File: src/rtl/packmem_rd_sched_pkg.sv
// Shared definitions for the packet-memory read scheduler: requester FSM
// states and access-size encodings used by the axis_cpu LD/LDX path.
package packmem_rd_sched_pkg;

  typedef enum logic [1:0] {
    ST_IDLE     = 2'd0,
    ST_INFLIGHT = 2'd1,
    ST_DRAIN    = 2'd2,
    ST_DONE     = 2'd3
  } req_state_e;

  localparam logic [1:0] SIZE_BYTE = 2'd0;
  localparam logic [1:0] SIZE_HALF = 2'd1;
  localparam logic [1:0] SIZE_WORD = 2'd2;

  // The unused encoding 3 is folded onto a full-word access.
  function automatic logic [1:0] norm_size(input logic [1:0] size);
    return (size == 2'd3) ? SIZE_WORD : size;
  endfunction

endpackage

File: src/rtl/packmem_rd_sched_rr_arbiter.sv
// Round-robin arbiter: one grant per cycle to the first eligible requester
// at or after rr_ptr; the pointer moves past the winner only when advanced.
module packmem_rd_sched_rr_arbiter #(
  parameter int N_REQ = 2,
  parameter int PTR_W = (N_REQ > 1) ? $clog2(N_REQ) : 1
) (
  input  logic             clk,
  input  logic             rst_n,
  input  logic [N_REQ-1:0] eligible_i,
  input  logic             advance_i,
  output logic [N_REQ-1:0] grant_o,
  output logic [PTR_W-1:0] grant_idx_o,
  output logic             grant_vld_o
);

  logic [PTR_W-1:0] rr_ptr_q, rr_ptr_d;

  // Explicit wrap keeps the search correct for non-power-of-two N_REQ.
  function automatic logic [PTR_W-1:0] wrap_add(input logic [PTR_W-1:0] base, input int off);
    int sum = int'(base) + off;
    if (sum >= N_REQ) sum = sum - N_REQ;
    return PTR_W'(sum);
  endfunction

  always_comb begin
    // NOTE: every output gets a default before any conditional so no latch is inferred.
    grant_vld_o = 1'b0;
    grant_idx_o = '0;
    grant_o     = '0;
    for (int k = 0; k < N_REQ; k++) begin
      if (!grant_vld_o && eligible_i[wrap_add(rr_ptr_q, k)]) begin
        grant_vld_o = 1'b1;
        grant_idx_o = wrap_add(rr_ptr_q, k);
      end
    end
    for (int i = 0; i < N_REQ; i++) begin
      grant_o[i] = grant_vld_o && (grant_idx_o == PTR_W'(i));
    end
    rr_ptr_d = rr_ptr_q;
    if (advance_i) begin
      rr_ptr_d = (grant_idx_o == PTR_W'(N_REQ - 1)) ? '0 : grant_idx_o + 1'b1;
    end
  end

  always_ff @(posedge clk or negedge rst_n) begin
    if (!rst_n) rr_ptr_q <= '0;
    else        rr_ptr_q <= rr_ptr_d;
  end

endmodule

File: src/rtl/packmem_rd_sched.sv
// Shares one pipelined packet-memory read port between N_REQ cores; each core
// has at most one read outstanding, results are held until acked or flushed.
module packmem_rd_sched
  import packmem_rd_sched_pkg::*;
#(
  parameter int N_REQ      = 2,
  parameter int ADDR_WIDTH = 12,
  parameter int DATA_WIDTH = 32,
  parameter int RD_LAT     = 2
) (
  input  logic                        clk,
  input  logic                        rst_n,
  input  logic [N_REQ-1:0]            req_vld,
  input  logic [N_REQ*ADDR_WIDTH-1:0] req_addr,
  input  logic [N_REQ*2-1:0]          req_size,
  output logic [N_REQ-1:0]            req_rdy,
  input  logic [N_REQ-1:0]            req_flush,
  output logic [N_REQ-1:0]            resp_vld,
  output logic [N_REQ*DATA_WIDTH-1:0] resp_data,
  input  logic [N_REQ-1:0]            resp_ack,
  output logic                        mem_rd_en,
  output logic [ADDR_WIDTH-1:0]       mem_rd_addr,
  output logic [1:0]                  mem_rd_size,
  input  logic [DATA_WIDTH-1:0]       mem_rd_data
);

  localparam int PTR_W = (N_REQ > 1) ? $clog2(N_REQ) : 1;

  req_state_e            state_q  [N_REQ];
  logic [DATA_WIDTH-1:0] data_q   [N_REQ];
  logic [RD_LAT:0]       tag_vld_q;
  logic [PTR_W-1:0]      tag_idx_q[RD_LAT+1];

  logic [N_REQ-1:0]      eligible, grant, ret_hit;
  logic [PTR_W-1:0]      grant_idx;
  logic                  grant_vld;
  logic [ADDR_WIDTH-1:0] sel_addr;
  logic [1:0]            sel_size;

  always_comb begin
    resp_data = '0;
    sel_addr  = '0;
    sel_size  = '0;
    for (int i = 0; i < N_REQ; i++) begin
      req_rdy[i]  = (state_q[i] == ST_IDLE);
      resp_vld[i] = (state_q[i] == ST_DONE);
      resp_data[i*DATA_WIDTH +: DATA_WIDTH] = data_q[i];
      // Head of the tag pipe names the owner of the word on mem_rd_data now.
      ret_hit[i] = tag_vld_q[0] && (tag_idx_q[0] == PTR_W'(i));
      if (grant[i]) begin
        sel_addr = req_addr[i*ADDR_WIDTH +: ADDR_WIDTH];
        sel_size = req_size[2*i +: 2];
      end
    end
    eligible = req_vld & req_rdy & ~req_flush;
  end

  packmem_rd_sched_rr_arbiter #(
    .N_REQ (N_REQ),
    .PTR_W (PTR_W)
  ) u_arb (
    .clk         (clk),
    .rst_n       (rst_n),
    .eligible_i  (eligible),
    .advance_i   (grant_vld),
    .grant_o     (grant),
    .grant_idx_o (grant_idx),
    .grant_vld_o (grant_vld)
  );

  always_ff @(posedge clk or negedge rst_n) begin
    if (!rst_n) begin
      mem_rd_en   <= 1'b0;
      mem_rd_addr <= '0;
      mem_rd_size <= '0;
      tag_vld_q   <= '0;
      for (int k = 0; k <= RD_LAT; k++) tag_idx_q[k] <= '0;
    end else begin
      // NOTE: sequential state uses <= so every flop samples pre-edge values.
      mem_rd_en <= grant_vld;
      if (grant_vld) begin
        mem_rd_addr <= sel_addr;
        mem_rd_size <= norm_size(sel_size);
      end
      for (int k = 0; k < RD_LAT; k++) begin
        tag_vld_q[k] <= tag_vld_q[k+1];
        tag_idx_q[k] <= tag_idx_q[k+1];
      end
      tag_vld_q[RD_LAT] <= grant_vld;
      tag_idx_q[RD_LAT] <= grant_idx;
    end
  end

  always_ff @(posedge clk or negedge rst_n) begin
    if (!rst_n) begin
      for (int i = 0; i < N_REQ; i++) begin
        state_q[i] <= ST_IDLE;
        // NOTE: result buffers are plain flops rather than RAM, so they can take the reset.
        data_q[i]  <= '0;
      end
    end else begin
      for (int i = 0; i < N_REQ; i++) begin
        unique case (state_q[i])
          ST_IDLE:     if (grant[i]) state_q[i] <= ST_INFLIGHT;
          ST_INFLIGHT: begin
            if (ret_hit[i]) begin
              if (req_flush[i]) begin
                state_q[i] <= ST_IDLE;
              end else begin
                state_q[i] <= ST_DONE;
                data_q[i]  <= mem_rd_data;
              end
            end else if (req_flush[i]) begin
              state_q[i] <= ST_DRAIN;
            end
          end
          ST_DRAIN:    if (ret_hit[i]) state_q[i] <= ST_IDLE;
          ST_DONE:     if (resp_ack[i] || req_flush[i]) state_q[i] <= ST_IDLE;
          default:     state_q[i] <= ST_IDLE;
        endcase
      end
    end
  end

endmodule

File: config.mk
export PLATFORM = sky130hd
export DESIGN_NAME = packmem_rd_sched
export DESIGN_NICKNAME = d
export VERILOG_FILES = /design/src/rtl/packmem_rd_sched_pkg.sv /design/src/rtl/packmem_rd_sched_rr_arbiter.sv /design/src/rtl/packmem_rd_sched.sv
export SDC_FILE = /design/constraint.sdc
export NUM_CORES = 1
export LEC_CHECK = 0
export ABC_CLOCK_PERIOD_IN_PS = 1730
export CAP_MARGIN = 10
export CORE_UTILIZATION = 38
export CTS_BUF_LIST = sky130_fd_sc_hd__clkbuf_4 sky130_fd_sc_hd__clkbuf_8 sky130_fd_sc_hd__clkbuf_16
export DETAILED_ROUTE_END_ITERATION = 6
export PLACE_DENSITY = 0.8
export SLEW_MARGIN = 15
export SYNTH_ARGS = -nofsm -noshare
export SYNTH_HDL_FRONTEND = slang
export SYNTH_SLANG_ARGS = --single-unit
File: constraint.sdc
create_clock -name clk -period 1.73 [get_ports clk]
set_input_delay 0.346 -clock clk [delete_from_list [all_inputs] [get_ports clk]]
set_output_delay 0.346 -clock clk [all_outputs]
set_load 0.05 [all_outputs]
==> results.ini <==
[run_status]
status = finished with violations
failed_checks = design-rule violations, negative setup slack

[finish]
final_cell_mix = buf_4, dfrtp_1, clkdlybuf4s50_1, mux2_2, nand2_1
fill_cells = 696
fin_cells = 549
multi_input_area_um2 = 1304
diodes = 0
synthToLayoutAreaGrowth_pct = 55.79
finish.instance_area_um2 = 5507
final_common_cell = buf_4
ff_latch_area_um2 = 2227
final_nets = 504
drive_gt1_share_pct = 48.30

[sta]
finalSetupViolCount = 12
fin_skew_ns = 0.008047
fin_setup_tns_ns = -0.3728
setup_slack_ns = -0.07370
rsz0062_at_grt = yes
drv_slew = 0
period_minus_slack_ns = 1.804
final_hold_viol_count = 0
fmax_mhz = 554.4
slew_headroom_pct = 68.76
period_share_pct = 104.3
worst_pin_slew_ns = 0.4621

[clock_network]
cts.sinks = 89
htreeDepth = 3
cts_tree = yes
clockBufferDepth = 2
cts_root_buffer = clkbuf_8
clkSlewWorstSetupHoldPaths_ns = 0.09
cts_buffers = 9
clk_latency_ns = 0.34

[global_route]
grt_pass1_vias = 2713
antenna_found_initial = 0
grt.total_usage_pct = 16.64
grt_pass1_wl_mm = 12.74
overflow = 0
grt_max_degree = 45

[critical_path]
crit_type = in2reg
crit_arrival_ns = 2.06
path_cells = clkdlybuf4s50_1 > or4b_4 > o21ai_4 > buf_12 > buf_8 > nand2_2 > a31oi_2
start_kind = input port
required_ns = 1.99
cpMaxStageDelayCell = or4b_4
cp-end-kind = register
crit_path_max_fanout = 5
worst_path_largest_cell_delay_ns = 0.57

[drt]
routed_wl_mm = 8.087
drt_iter0_markers = 64
vias = 2679
ant_nets = 0
viasPerCell = 4.880
drc_errors = 12
detail_route.first_pass.iterations = 6
routedWlPerCell_um = 14.73

[yosys]
synth_fa_ha_area_share_pct = 0
yosysWarningCount = 0
ys_seq_area_share_pct = 63.01
synthSimpleGateAreaFrac_pct = 8.956
synth_area_um2 = 3535
synth_compound_area_share_pct = 4.743
ys_seq_elements = 89
synth_cell_types = 34
synth.net_count = 326
synthMuxAreaShare_pct = 20.39
synth-xor-area-share_pct = 0.2478
syn_area_per_cell_um2 = 13.70
synth_top_family_by_area = multiplexers
synth_cells = 258

[job]
drv_cap = 0

[die]
start_util_pct = 39.95
top_level_ports = 151
die_x_um = 98.45
die_area_um2 = 9691
coreArea_um2 = 8848
die_h_um = 98.45
fp-row-count = 34

[place]
dp_hpwl_mm = 5.743
gp_congestion = 0.7467
place_area_um2 = 5157
place.port_buffers = 150
placed_cells = 527

[pwr]
p_leak_uw = 0.002588
peakVddDrop_uv = 1008
powerDensity_nw_per_um2 = 1826

[worst_hold_path]
hold_class = reg2reg

-- cell type report --
class	instances	area share (%)
clock buffers	11	2.636
inverters	4	0.3181
well taps	108	2.454
flip-flops and latches	89	40.45
repair buffers	179	29.74
clock inverters	5	0.7271
multi-input cells	153	23.68
-- metal layers --
metal	global-route usage (%)	part of all wire, %	vias to the layer above
met3	3.546	6.4	11
met1	20.28	42	1316
met2	29.58	51	96
li1	-	-	1256
met5	0	0	-
met4	5.166	1.1	0
-- logic make-up (layout without fill, tap and decap cells) --
family / count (synthesis) / after routing
AO/OA/AOI/OAI: 25 / 25
AND/OR/NAND/NOR: 63 / 63
flip-flops: 89 / 89
buffers and inverters: 16 / 199
XOR/XNOR: 1 / 1
multiplexers: 64 / 64
-- worst paths after layout --
kind	startpoint	end	slack, ns	cells after the start
worst max register to register	state_q[2]	mem_rd_addr[6]	-0.03	6
worst max-delay path	req_flush[0]	mem_rd_addr[6]	-0.07	7
min in group asynchronous	rst_n	resp_data[48]	0.41	2
worst min register to register	tag_vld_q[1]	tag_vld_q[0]	0.36	0
max in group asynchronous	rst_n	mem_rd_addr[8]	0.78	3
worst min-delay path	tag_vld_q[1]	tag_vld_q[0]	0.36	0
-- registers in the layout, indices dropped and copies added (netlist names) --
register / count
mem_rd_addr: 12
mem_rd_en: 1
mem_rd_size: 2
resp_data: 64
state_q: 4
tag_idx_q: 3
tag_vld_q: 2
u_arb.rr_ptr_q: 1
-- synthesized netlist by cell type --
cell type | number | area share (%)
nand2b_1 | 2 | 0.35
mux2_2 | 62 | 20
o21ai_1 | 1 | 0.14
or3_2 | 1 | 0.21
o21ai_0 | 5 | 0.71
buf_6 | 3 | 0.96
clkbuf_2 | 1 | 0.14
a32o_1 | 1 | 0.28
nor4b_2 | 2 | 0.85
nand2_2 | 1 | 0.18
xor2_1 | 1 | 0.25
and2_1 | 1 | 0.18
o221a_2 | 1 | 0.32
mux2_1 | 2 | 0.64
inv_1 | 3 | 0.32
and3_2 | 1 | 0.21
o22ai_1 | 1 | 0.18
nor3b_1 | 1 | 0.21
dfrtp_1 | 89 | 63
nand3_1 | 1 | 0.14
nor2_1 | 17 | 1.8
nand2_1 | 30 | 3.2
a21oi_1 | 2 | 0.28
a31oi_1 | 12 | 2.1
or4b_1 | 1 | 0.28
or4b_4 | 1 | 0.39
o21ai_4 | 1 | 0.46
and2_2 | 1 | 0.21
nor4b_1 | 1 | 0.25
buf_2 | 8 | 1.1
nor3_2 | 1 | 0.28
inv_2 | 1 | 0.11
o22a_1 | 1 | 0.25
nand3b_1 | 1 | 0.21
-- through the flow --
step                hold WS (ns)  total power, µW  worst slack, ns  utilization, %
floorplan                0.05041             6727          0.02110               -
global placement          0.2360             8537          -0.3117           58.29
detailed placement        0.2357             8641          -0.3948           58.29
CTS                       0.3617             9977         0.007214           60.58
global route              0.3664            10550          -0.1096           62.23
finish                    0.3628            10050         -0.07370           62.23
-- power breakdown --
group	switching [µW]	total, µW	internal [µW]
clock	726	1310	585
sequential	409	3240	2830
combinational	3550	5510	1960
total	4680	10100	5370
-- repair_timing --
item | in CTS | in global routing
cloned | 0 | 1
buffers inserted | 1 | 4
pin swaps | 0 | 16
hold endpoints to repair | 16 | 0
gates resized for setup | 0 | 25
setup endpoints to repair | 3 | 44
hold buffers | 1 | 0
-- worst max-delay path, delay by kind of cell --
kind            cells  cell delay (ns)
compound gates      2             0.39
buf+inv             3             0.70
simple gates        2             0.63
Note: power is estimated with default switching activity, not from simulation.
